`src/rtl/pong_match_ctrl_if.sv`:
```
// Match controller bus: button/ball event inputs and the match status
// outputs that go to the paddle and ball blocks.
//   master : upstream side (debouncers, ball logic) driving events
//   slave  : pong_match_ctrl, driving match status
interface pong_match_ctrl_if;
  logic        start;
  logic        pause;
  logic        miss_left;
  logic        miss_right;
  logic        hit;
  logic        game_on;
  logic        paddle_rst;
  logic [31:0] ticks_per_px;
  logic [3:0]  score_l;
  logic [3:0]  score_r;
  logic [1:0]  winner;
  logic        serve_dir;
  logic [2:0]  state;

  modport master (
    output start, pause, miss_left, miss_right, hit,
    input  game_on, paddle_rst, ticks_per_px, score_l, score_r, winner,
           serve_dir, state
  );

  modport slave (
    input  start, pause, miss_left, miss_right, hit,
    output game_on, paddle_rst, ticks_per_px, score_l, score_r, winner,
           serve_dir, state
  );
endinterface

```
`src/rtl/pong_match_ctrl.sv`:
```
// Pong match sequencer: keeps the score, sequences IDLE->SERVE->PLAY->POINT
// ->OVER, and drives game_on / paddle_rst / ticks_per_px to the paddles.
// Ports:
//   clk    system clock
//   reset  asynchronous active-low reset
//   bus    pong_match_ctrl_if.slave (start, pause, miss_left, miss_right,
//          hit in; game_on, paddle_rst, ticks_per_px, score_l, score_r,
//          winner, serve_dir, state out; all outputs registered)
// Build option: define PONG_SPEEDUP_EN to shorten ticks_per_px on each hit.
module pong_match_ctrl #(
  parameter int unsigned WIN_SCORE   = 7,
  parameter int unsigned SERVE_TICKS = 50_000_000,
  parameter int unsigned POINT_HOLD  = 25_000_000,
  parameter int unsigned BASE_TPP    = 100_000,
  parameter int unsigned MIN_TPP     = 20_000,
  parameter int unsigned TPP_STEP    = 10_000
) (
  input  logic               clk,
  input  logic               reset,
  pong_match_ctrl_if.slave   bus
);

  localparam int unsigned CNT_MAX = (SERVE_TICKS > POINT_HOLD) ? SERVE_TICKS : POINT_HOLD;
  localparam int unsigned CNT_W   = (CNT_MAX > 1) ? $clog2(CNT_MAX) : 1;

  typedef enum logic [2:0] {
    IDLE   = 3'd0,
    SERVE  = 3'd1,
    PLAY   = 3'd2,
    PAUSED = 3'd3,
    POINT  = 3'd4,
    OVER   = 3'd5
  } state_e;

  state_e             state_q, state_d;
  logic [CNT_W-1:0]   cnt_q, cnt_d;
  logic               start_q, pause_q;
  logic               game_on_q, game_on_d;
  logic               paddle_rst_q, paddle_rst_d;
  logic [31:0]        tpp_q, tpp_d;
  logic [3:0]         score_l_q, score_l_d;
  logic [3:0]         score_r_q, score_r_d;
  logic [1:0]         winner_q, winner_d;
  logic               serve_dir_q, serve_dir_d;
  logic               start_edge, pause_edge, go_serve;

  assign start_edge = bus.start & ~start_q;
  assign pause_edge = bus.pause & ~pause_q;

`ifndef PONG_SPEEDUP_EN
  // Without speed-up, hit and the speed-up parameters have no effect.
  logic unused_cfg;
  assign unused_cfg = bus.hit ^ (|(32'(MIN_TPP) + 32'(TPP_STEP)));
`endif

  // Next-state and next-output logic.
  always_comb begin
    state_d      = state_q;
    cnt_d        = cnt_q;
    game_on_d    = game_on_q;
    paddle_rst_d = paddle_rst_q;
    tpp_d        = tpp_q;
    score_l_d    = score_l_q;
    score_r_d    = score_r_q;
    winner_d     = winner_q;
    serve_dir_d  = serve_dir_q;
    go_serve     = 1'b0;

    case (state_q)
      IDLE: begin
        game_on_d    = 1'b0;
        paddle_rst_d = 1'b0;
        if (start_edge) go_serve = 1'b1;
      end
      SERVE: begin
        if (cnt_q == CNT_W'(SERVE_TICKS - 1)) begin
          state_d      = PLAY;
          game_on_d    = 1'b1;
          paddle_rst_d = 1'b1;
        end else begin
          cnt_d = cnt_q + CNT_W'(1);
        end
      end
      PLAY: begin
        if (bus.miss_left && bus.miss_right) begin
          // Simultaneous misses: nobody scores, replay the serve.
          go_serve = 1'b1;
        end else if (bus.miss_left || bus.miss_right) begin
          if (bus.miss_left) begin
            if (score_r_q < 4'(WIN_SCORE)) score_r_d = score_r_q + 4'd1;
            serve_dir_d = 1'b0;
          end else begin
            if (score_l_q < 4'(WIN_SCORE)) score_l_d = score_l_q + 4'd1;
            serve_dir_d = 1'b1;
          end
          state_d      = POINT;
          cnt_d        = '0;
          game_on_d    = 1'b0;
          paddle_rst_d = 1'b0;
        end else if (pause_edge) begin
          state_d   = PAUSED;
          game_on_d = 1'b0;
        end else if (bus.hit) begin
`ifdef PONG_SPEEDUP_EN
          // Saturate at MIN_TPP without wrapping below zero.
          if (tpp_q >= 32'(MIN_TPP) + 32'(TPP_STEP)) tpp_d = tpp_q - 32'(TPP_STEP);
          else                                       tpp_d = 32'(MIN_TPP);
`endif
        end
      end
      PAUSED: begin
        if (pause_edge) begin
          state_d   = PLAY;
          game_on_d = 1'b1;
        end
      end
      POINT: begin
        if (cnt_q == CNT_W'(POINT_HOLD - 1)) begin
          if (score_l_q == 4'(WIN_SCORE)) begin
            state_d  = OVER;
            winner_d = 2'b01;
          end else if (score_r_q == 4'(WIN_SCORE)) begin
            state_d  = OVER;
            winner_d = 2'b10;
          end else begin
            go_serve = 1'b1;
          end
        end else begin
          cnt_d = cnt_q + CNT_W'(1);
        end
      end
      OVER: begin
        if (start_edge) begin
          score_l_d = 4'd0;
          score_r_d = 4'd0;
          winner_d  = 2'b00;
          go_serve  = 1'b1;
        end
      end
      default: begin
        state_d      = IDLE;
        game_on_d    = 1'b0;
        paddle_rst_d = 1'b0;
      end
    endcase

    // Every SERVE entry restarts the hold counter and the base speed.
    if (go_serve) begin
      state_d      = SERVE;
      cnt_d        = '0;
      tpp_d        = 32'(BASE_TPP);
      game_on_d    = 1'b0;
      paddle_rst_d = 1'b0;
    end
  end

  // State and output registers.
  always_ff @(posedge clk or negedge reset) begin
    if (!reset) begin
      state_q      <= IDLE;
      cnt_q        <= '0;
      start_q      <= 1'b0;
      pause_q      <= 1'b0;
      game_on_q    <= 1'b0;
      paddle_rst_q <= 1'b0;
      tpp_q        <= 32'(BASE_TPP);
      score_l_q    <= 4'd0;
      score_r_q    <= 4'd0;
      winner_q     <= 2'b00;
      serve_dir_q  <= 1'b0;
    end else begin
      state_q      <= state_d;
      cnt_q        <= cnt_d;
      start_q      <= bus.start;
      pause_q      <= bus.pause;
      game_on_q    <= game_on_d;
      paddle_rst_q <= paddle_rst_d;
      tpp_q        <= tpp_d;
      score_l_q    <= score_l_d;
      score_r_q    <= score_r_d;
      winner_q     <= winner_d;
      serve_dir_q  <= serve_dir_d;
    end
  end

  assign bus.state        = state_q;
  assign bus.game_on      = game_on_q;
  assign bus.paddle_rst   = paddle_rst_q;
  assign bus.ticks_per_px = tpp_q;
  assign bus.score_l      = score_l_q;
  assign bus.score_r      = score_r_q;
  assign bus.winner       = winner_q;
  assign bus.serve_dir    = serve_dir_q;

endmodule

```
`src/flat_wrapper.sv`:
```
// flat-port wrapper written by rule: the top's interface ports become plain ports
module pong_match_ctrl_flat 
#(
  parameter int unsigned WIN_SCORE   = 7,
  parameter int unsigned SERVE_TICKS = 50_000_000,
  parameter int unsigned POINT_HOLD  = 25_000_000,
  parameter int unsigned BASE_TPP    = 100_000,
  parameter int unsigned MIN_TPP     = 20_000,
  parameter int unsigned TPP_STEP    = 10_000
)
  (clk, reset, bus_start, bus_pause, bus_miss_left, bus_miss_right, bus_hit, bus_game_on, bus_paddle_rst, bus_ticks_per_px, bus_score_l, bus_score_r, bus_winner, bus_serve_dir, bus_state);
  pong_match_ctrl_if bus_i ();
  input  logic clk;
  input  logic reset;
  input wire logic [$bits(bus_i.start)-1:0] bus_start;
  input wire logic [$bits(bus_i.pause)-1:0] bus_pause;
  input wire logic [$bits(bus_i.miss_left)-1:0] bus_miss_left;
  input wire logic [$bits(bus_i.miss_right)-1:0] bus_miss_right;
  input wire logic [$bits(bus_i.hit)-1:0] bus_hit;
  output wire logic [$bits(bus_i.game_on)-1:0] bus_game_on;
  output wire logic [$bits(bus_i.paddle_rst)-1:0] bus_paddle_rst;
  output wire logic [$bits(bus_i.ticks_per_px)-1:0] bus_ticks_per_px;
  output wire logic [$bits(bus_i.score_l)-1:0] bus_score_l;
  output wire logic [$bits(bus_i.score_r)-1:0] bus_score_r;
  output wire logic [$bits(bus_i.winner)-1:0] bus_winner;
  output wire logic [$bits(bus_i.serve_dir)-1:0] bus_serve_dir;
  output wire logic [$bits(bus_i.state)-1:0] bus_state;
  assign bus_i.start = bus_start;
  assign bus_i.pause = bus_pause;
  assign bus_i.miss_left = bus_miss_left;
  assign bus_i.miss_right = bus_miss_right;
  assign bus_i.hit = bus_hit;
  assign bus_game_on = bus_i.game_on;
  assign bus_paddle_rst = bus_i.paddle_rst;
  assign bus_ticks_per_px = bus_i.ticks_per_px;
  assign bus_score_l = bus_i.score_l;
  assign bus_score_r = bus_i.score_r;
  assign bus_winner = bus_i.winner;
  assign bus_serve_dir = bus_i.serve_dir;
  assign bus_state = bus_i.state;
  pong_match_ctrl #(.WIN_SCORE(WIN_SCORE), .SERVE_TICKS(SERVE_TICKS), .POINT_HOLD(POINT_HOLD), .BASE_TPP(BASE_TPP), .MIN_TPP(MIN_TPP), .TPP_STEP(TPP_STEP)) u_core (.clk(clk), .reset(reset), .bus(bus_i));
endmodule
```
`config.mk`:
```
export PLATFORM = sky130hd
export DESIGN_NAME = pong_match_ctrl_flat
export DESIGN_NICKNAME = d
export VERILOG_FILES = /design/src/rtl/pong_match_ctrl_if.sv /design/src/rtl/pong_match_ctrl.sv /design/src/flat_wrapper.sv
export SDC_FILE = /design/constraint.sdc
export NUM_CORES = 1
export LEC_CHECK = 0
export CORE_AREA = 2 2 82 84
export DETAILED_ROUTE_END_ITERATION = 7
export DIE_AREA = 0 0 84 86
export GPL_TIMING_DRIVEN = 0
export PLACE_DENSITY = 0.75
export SKIP_LAST_GASP = 1
export SYNTH_ARGS = -nofsm -noshare
export SYNTH_HDL_FRONTEND = slang
export SYNTH_SLANG_ARGS = --single-unit
```
`constraint.sdc`:
```
create_clock -name clk -period 2.26 [get_ports clk]
set_clock_uncertainty 0.1 [all_clocks]
set_input_delay 0.452 -clock clk [delete_from_list [all_inputs] [get_ports clk]]
set_output_delay 0.452 -clock clk [all_outputs]
set_load 0.02 [all_outputs]
```
==> impl_metrics.xml <==
<?xml version="1.0" encoding="UTF-8"?>
<metrics>
  <group name="routing">
    <metric name="routed_wirelength" unit="µm">8339</metric>
    <metric name="wire_per_inst" unit="µm">16.81</metric>
    <metric name="route.vias.total" unit="">2860</metric>
    <metric name="drt_first_pass_iters" unit="">5</metric>
    <metric name="route.detailed.vias_per_inst" unit="">5.766</metric>
    <metric name="route.antenna.remaining_nets" unit="">0</metric>
    <metric name="dr.first_iter.drc_count" unit="">193</metric>
    <metric name="post-route-drc-count" unit="">0</metric>
  </group>
  <group name="sta">
    <metric name="hold_viol" unit="">0</metric>
    <metric name="fin_ws" unit="ps">-171.2</metric>
    <metric name="setup_tns" unit="ps">-2851</metric>
    <metric name="max_freq" unit="MHz">411.3</metric>
    <metric name="final-setup-viol-count" unit="">28</metric>
    <metric name="hold_ws" unit="ps">13.89</metric>
    <metric name="grt_setup_unrepaired" unit="">yes</metric>
    <metric name="min_period_over_period" unit="%">107.6</metric>
    <metric name="min_clock_period_post_route" unit="ps">2431</metric>
    <metric name="maxSlewViolCount" unit="">0</metric>
    <metric name="max-slew-margin-rel" unit="%">60.59</metric>
    <metric name="tightestPinTransition" unit="ps">586.6</metric>
  </group>
  <group name="grt">
    <metric name="first_global_vias" unit="">2544</metric>
    <metric name="antenna_found_initial" unit="">0</metric>
    <metric name="grt_first_pass_wirelength" unit="µm">12220</metric>
    <metric name="grt_overflow" unit="">0</metric>
    <metric name="track_usage" unit="%">20.66</metric>
    <metric name="grt_start_max_net_pins" unit="">25</metric>
  </group>
  <group name="final_layout">
    <metric name="drive_gt1_share" unit="%">36.99</metric>
    <metric name="final_cell_area" unit="µm²">4115</metric>
    <metric name="layout-area-overhead-vs-synth" unit="%">40.20</metric>
    <metric name="antenna_cells_inserted" unit="">0</metric>
    <metric name="most-common-layout-cells" unit="">sky130_fd_sc_hd__buf_4, sky130_fd_sc_hd__dfrtp_1, sky130_fd_sc_hd__conb_1</metric>
    <metric name="layout.cells.most_common" unit="">sky130_fd_sc_hd__buf_4</metric>
    <metric name="postLayoutCoreUtil" unit="%">65.56</metric>
    <metric name="nets" unit="">428</metric>
  </group>
  <group name="yosys">
    <metric name="yosys_warning_count" unit="">0</metric>
    <metric name="post-synth-top-area-cell" unit="">sky130_fd_sc_hd__dfrtp_1</metric>
    <metric name="synth_top_area_share" unit="%">37.51</metric>
    <metric name="synth-edff-count" unit="">0</metric>
    <metric name="async_flop_share" unit="%">100.0</metric>
    <metric name="synth.avg_cell_area" unit="µm²">9.004</metric>
    <metric name="ys.flop_type" unit="">sky130_fd_sc_hd__dfrtp_1</metric>
    <metric name="seq_area_frac_synth" unit="%">37.51</metric>
    <metric name="synthTopCellsByArea" unit="">sky130_fd_sc_hd__dfrtp_1, sky130_fd_sc_hd__buf_4, sky130_fd_sc_hd__nand3_1</metric>
    <metric name="syn_area" unit="µm²">2935</metric>
    <metric name="synth-seq-cells" unit="">44</metric>
    <metric name="number_of_library_cell_types_mapped_by_synthesis" unit="">60</metric>
    <metric name="gate_count_post_synth" unit="">326</metric>
  </group>
  <group name="clock_network">
    <metric name="cts-buffers-inserted" unit="">5</metric>
    <metric name="number_of_levels_the_h_tree_was_split_into" unit="">2</metric>
    <metric name="ctsLongestPathBuffers" unit="">2</metric>
    <metric name="cts-hold-fix-buffers" unit="">0</metric>
    <metric name="clk_pin_slew_worst_paths" unit="ps">80</metric>
    <metric name="clock-root-buffer" unit="">sky130_fd_sc_hd__clkbuf_8</metric>
    <metric name="clock_tree_from_tritoncts" unit="">yes</metric>
    <metric name="cts.sinks" unit="">44</metric>
    <metric name="clock_latency" unit="ps">310</metric>
  </group>
  <group name="worst_setup_path">
    <metric name="crit_top_cell" unit="">sky130_fd_sc_hd__buf_4</metric>
    <metric name="critPathCaptureType" unit="">flip-flop</metric>
    <metric name="worst_case_register_to_register_setup_slack" unit="ps">-170</metric>
    <metric name="path_type_of_the_worst_setup_path" unit="">flip-flop to flip-flop</metric>
    <metric name="arrival" unit="ps">2520</metric>
    <metric name="endpoint_of_the_lowest_slack_register_to_register_path" unit="">u_core.cnt_q[7]$_DFFE_PN0P_</metric>
    <metric name="rr_worst_depth" unit="">9</metric>
    <metric name="crit_chain" unit="">nor4b_4 -&gt; nand4_1 -&gt; nor4_4 -&gt; buf_4 -&gt; nor4bb_4 -&gt; buf_6 -&gt; buf_4 -&gt; o31ai_4 -&gt; o21ai_1</metric>
    <metric name="critPathBufInv" unit="">3</metric>
    <metric name="critPathMaxStageDelay" unit="ps">450</metric>
    <metric name="crit_path_max_fanout" unit="">8</metric>
    <metric name="worst_endpoint_required_time" unit="ps">2350</metric>
    <metric name="worstReg2RegStart" unit="">u_core.cnt_q[15]$_DFFE_PN0P_</metric>
    <metric name="critical-path-top-delay-family" unit="">simple AND/OR/NAND/NOR gates</metric>
    <metric name="timing.critical_path.slowest_stage_cell" unit="">sky130_fd_sc_hd__dfrtp_2</metric>
    <metric name="start_kind" unit="">flip-flop</metric>
  </group>
  <group name="place">
    <metric name="dpl-instance-area" unit="µm²">3377</metric>
    <metric name="post-dp-hpwl" unit="µm">4905</metric>
    <metric name="numPortBuffers" unit="">20</metric>
    <metric name="gp_congestion" unit="">0.9191</metric>
  </group>
  <group name="pwr">
    <metric name="leakage" unit="µW">0.001727</metric>
    <metric name="power.density" unit="nW/µm²">478.7</metric>
    <metric name="power.ir.vdd_worst" unit="µV">345.4</metric>
  </group>
  <group name="die">
    <metric name="fp-row-count" unit="">29</metric>
    <metric name="die_h" unit="µm">86</metric>
    <metric name="fp.dieArea" unit="µm²">7224</metric>
    <metric name="ios" unit="">55</metric>
    <metric name="core_area" unit="µm²">6277</metric>
    <metric name="start_util" unit="%">46.76</metric>
    <metric name="dieWidth" unit="µm">84</metric>
  </group>
  <group name="job">
    <metric name="timing.max_cap.violations" unit="">0</metric>
  </group>
  <group name="hold_path">
    <metric name="hp-class" unit="">primary input to asynchronous set/reset pin</metric>
  </group>
  <group name="run_status">
    <metric name="outcome" unit="">complete, but fails checks</metric>
    <metric name="violations" unit="">setup timing</metric>
  </group>
</metrics>
-- registers in the layout, summed over array words and instances (netlist names), 2 cells and up --
signal,flops
u_core.bus.state,3
u_core.bus.winner,2
u_core.cnt_q,26
u_core.bus.score_r,4
u_core.bus.score_l,4
-- worst max-delay path by stage --
stage	from	end	slack, ps	cells after the start
after CTS	u_core.cnt_q[18]$_DFFE_PN0P_	u_core.bus.game_on$_DFFE_PN0P_	-120	6
after global placement	reset	u_core.cnt_q[21]$_DFFE_PN0P_	-610	1
after detailed placement	bus_miss_left	u_core.bus.game_on$_DFFE_PN0P_	-480	6
after global routing	u_core.cnt_q[6]$_DFFE_PN0P_	u_core.cnt_q[7]$_DFFE_PN0P_	-290	9
final	u_core.cnt_q[15]$_DFFE_PN0P_	u_core.cnt_q[7]$_DFFE_PN0P_	-170	9
after floorplan	u_core.cnt_q[18]$_DFFE_PN0P_	u_core.bus.game_on$_DFFE_PN0P_	-30	7
-- repair_timing --
action / in CTS / in global routing
resized for setup: 34 / 52
setup buffers: 16 / 21
pin swaps: 22 / 23
cloned: 0 / 2
endpoints found under the setup margin: 34 / 37
-- synth_stat cells (3+ instances only) --
| library cell | count |
|---|---|
| sky130_fd_sc_hd__nand4_1 | 11 |
| sky130_fd_sc_hd__o21ai_0 | 19 |
| sky130_fd_sc_hd__a21oi_1 | 16 |
| sky130_fd_sc_hd__ha_1 | 3 |
| sky130_fd_sc_hd__mux2i_1 | 7 |
| sky130_fd_sc_hd__nand2_1 | 23 |
| sky130_fd_sc_hd__and3_1 | 5 |
| sky130_fd_sc_hd__nor4b_1 | 3 |
| sky130_fd_sc_hd__o211ai_1 | 3 |
| sky130_fd_sc_hd__buf_2 | 3 |
| sky130_fd_sc_hd__dfrtp_1 | 44 |
| sky130_fd_sc_hd__nor3_1 | 13 |
| sky130_fd_sc_hd__nand3_1 | 24 |
| sky130_fd_sc_hd__nor3b_1 | 3 |
| sky130_fd_sc_hd__nand2b_1 | 4 |
| sky130_fd_sc_hd__o31ai_1 | 11 |
| sky130_fd_sc_hd__a21o_1 | 3 |
| sky130_fd_sc_hd__o21ai_1 | 6 |
| sky130_fd_sc_hd__buf_6 | 4 |
| sky130_fd_sc_hd__nor2_1 | 19 |
| sky130_fd_sc_hd__inv_1 | 6 |
| sky130_fd_sc_hd__and2_1 | 4 |
| sky130_fd_sc_hd__clkbuf_1 | 6 |
| sky130_fd_sc_hd__buf_4 | 33 |
| sky130_fd_sc_hd__nor2b_1 | 6 |
-- per-layer routing --
metal | vias to the layer above | share of wire [%] | GRT usage [%]
met2 | 122 | 51 | 34.25
met3 | 29 | 6.3 | 4.235
met4 | 0 | 2.8 | 7.038
met5 | - | 0 | 0
li1 | 1326 | - | -
met1 | 1383 | 40 | 27.10
-- through the flow --
stage | setup slack (ps) | std cells | total power [µW]
2_1_floorplan | -27.65 | 356 | 1144
3_3_place_gp | -611.5 | 453 | 1207
3_5_place_dp | -477.8 | 454 | 1222
4_1_cts | -123.0 | 475 | 1892
5_1_grt | -294.8 | 496 | 2063
6_report | -171.2 | 496 | 1970
-- cell type report --
| cell class | count | area, µm² |
|---|---|---|
| Buffer | 42 | 326.6 |
| Clock buffer | 5 | 68.82 |
| Clock inverter | 3 | 42.54 |
| Fill cell | 508 | 2162 |
| Inverter | 6 | 22.52 |
| Multi-Input combinational cell | 260 | 1896 |
| Sequential cell | 44 | 1112 |
| Tap cell | 77 | 96.34 |
| Timing Repair Buffer | 59 | 550.5 |
-- power breakdown --
part           internal (µW)  switching (µW)
Sequential               858             140
Clock                    327             292
Combinational            184             169
Total                   1370             601
-- cell families (layout without fill, tap and decap cells) --
kind of cell | count (synthesis) | after routing | synth area share [%]
AND/OR/NAND/NOR | 136 | 136 | 27.41
AO/OA/AOI/OAI | 78 | 78 | 17.78
buffers and inverters | 52 | 115 | 12.02
flip-flops | 44 | 44 | 37.51
multiplexers | 9 | 9 | 3.154
adder cells (fa/ha/maj) | 3 | 3 | 1.279
other | 2 | 32 | 0.2558
XOR/XNOR | 2 | 2 | 0.5969
Note: power is estimated with default switching activity, not from simulation.
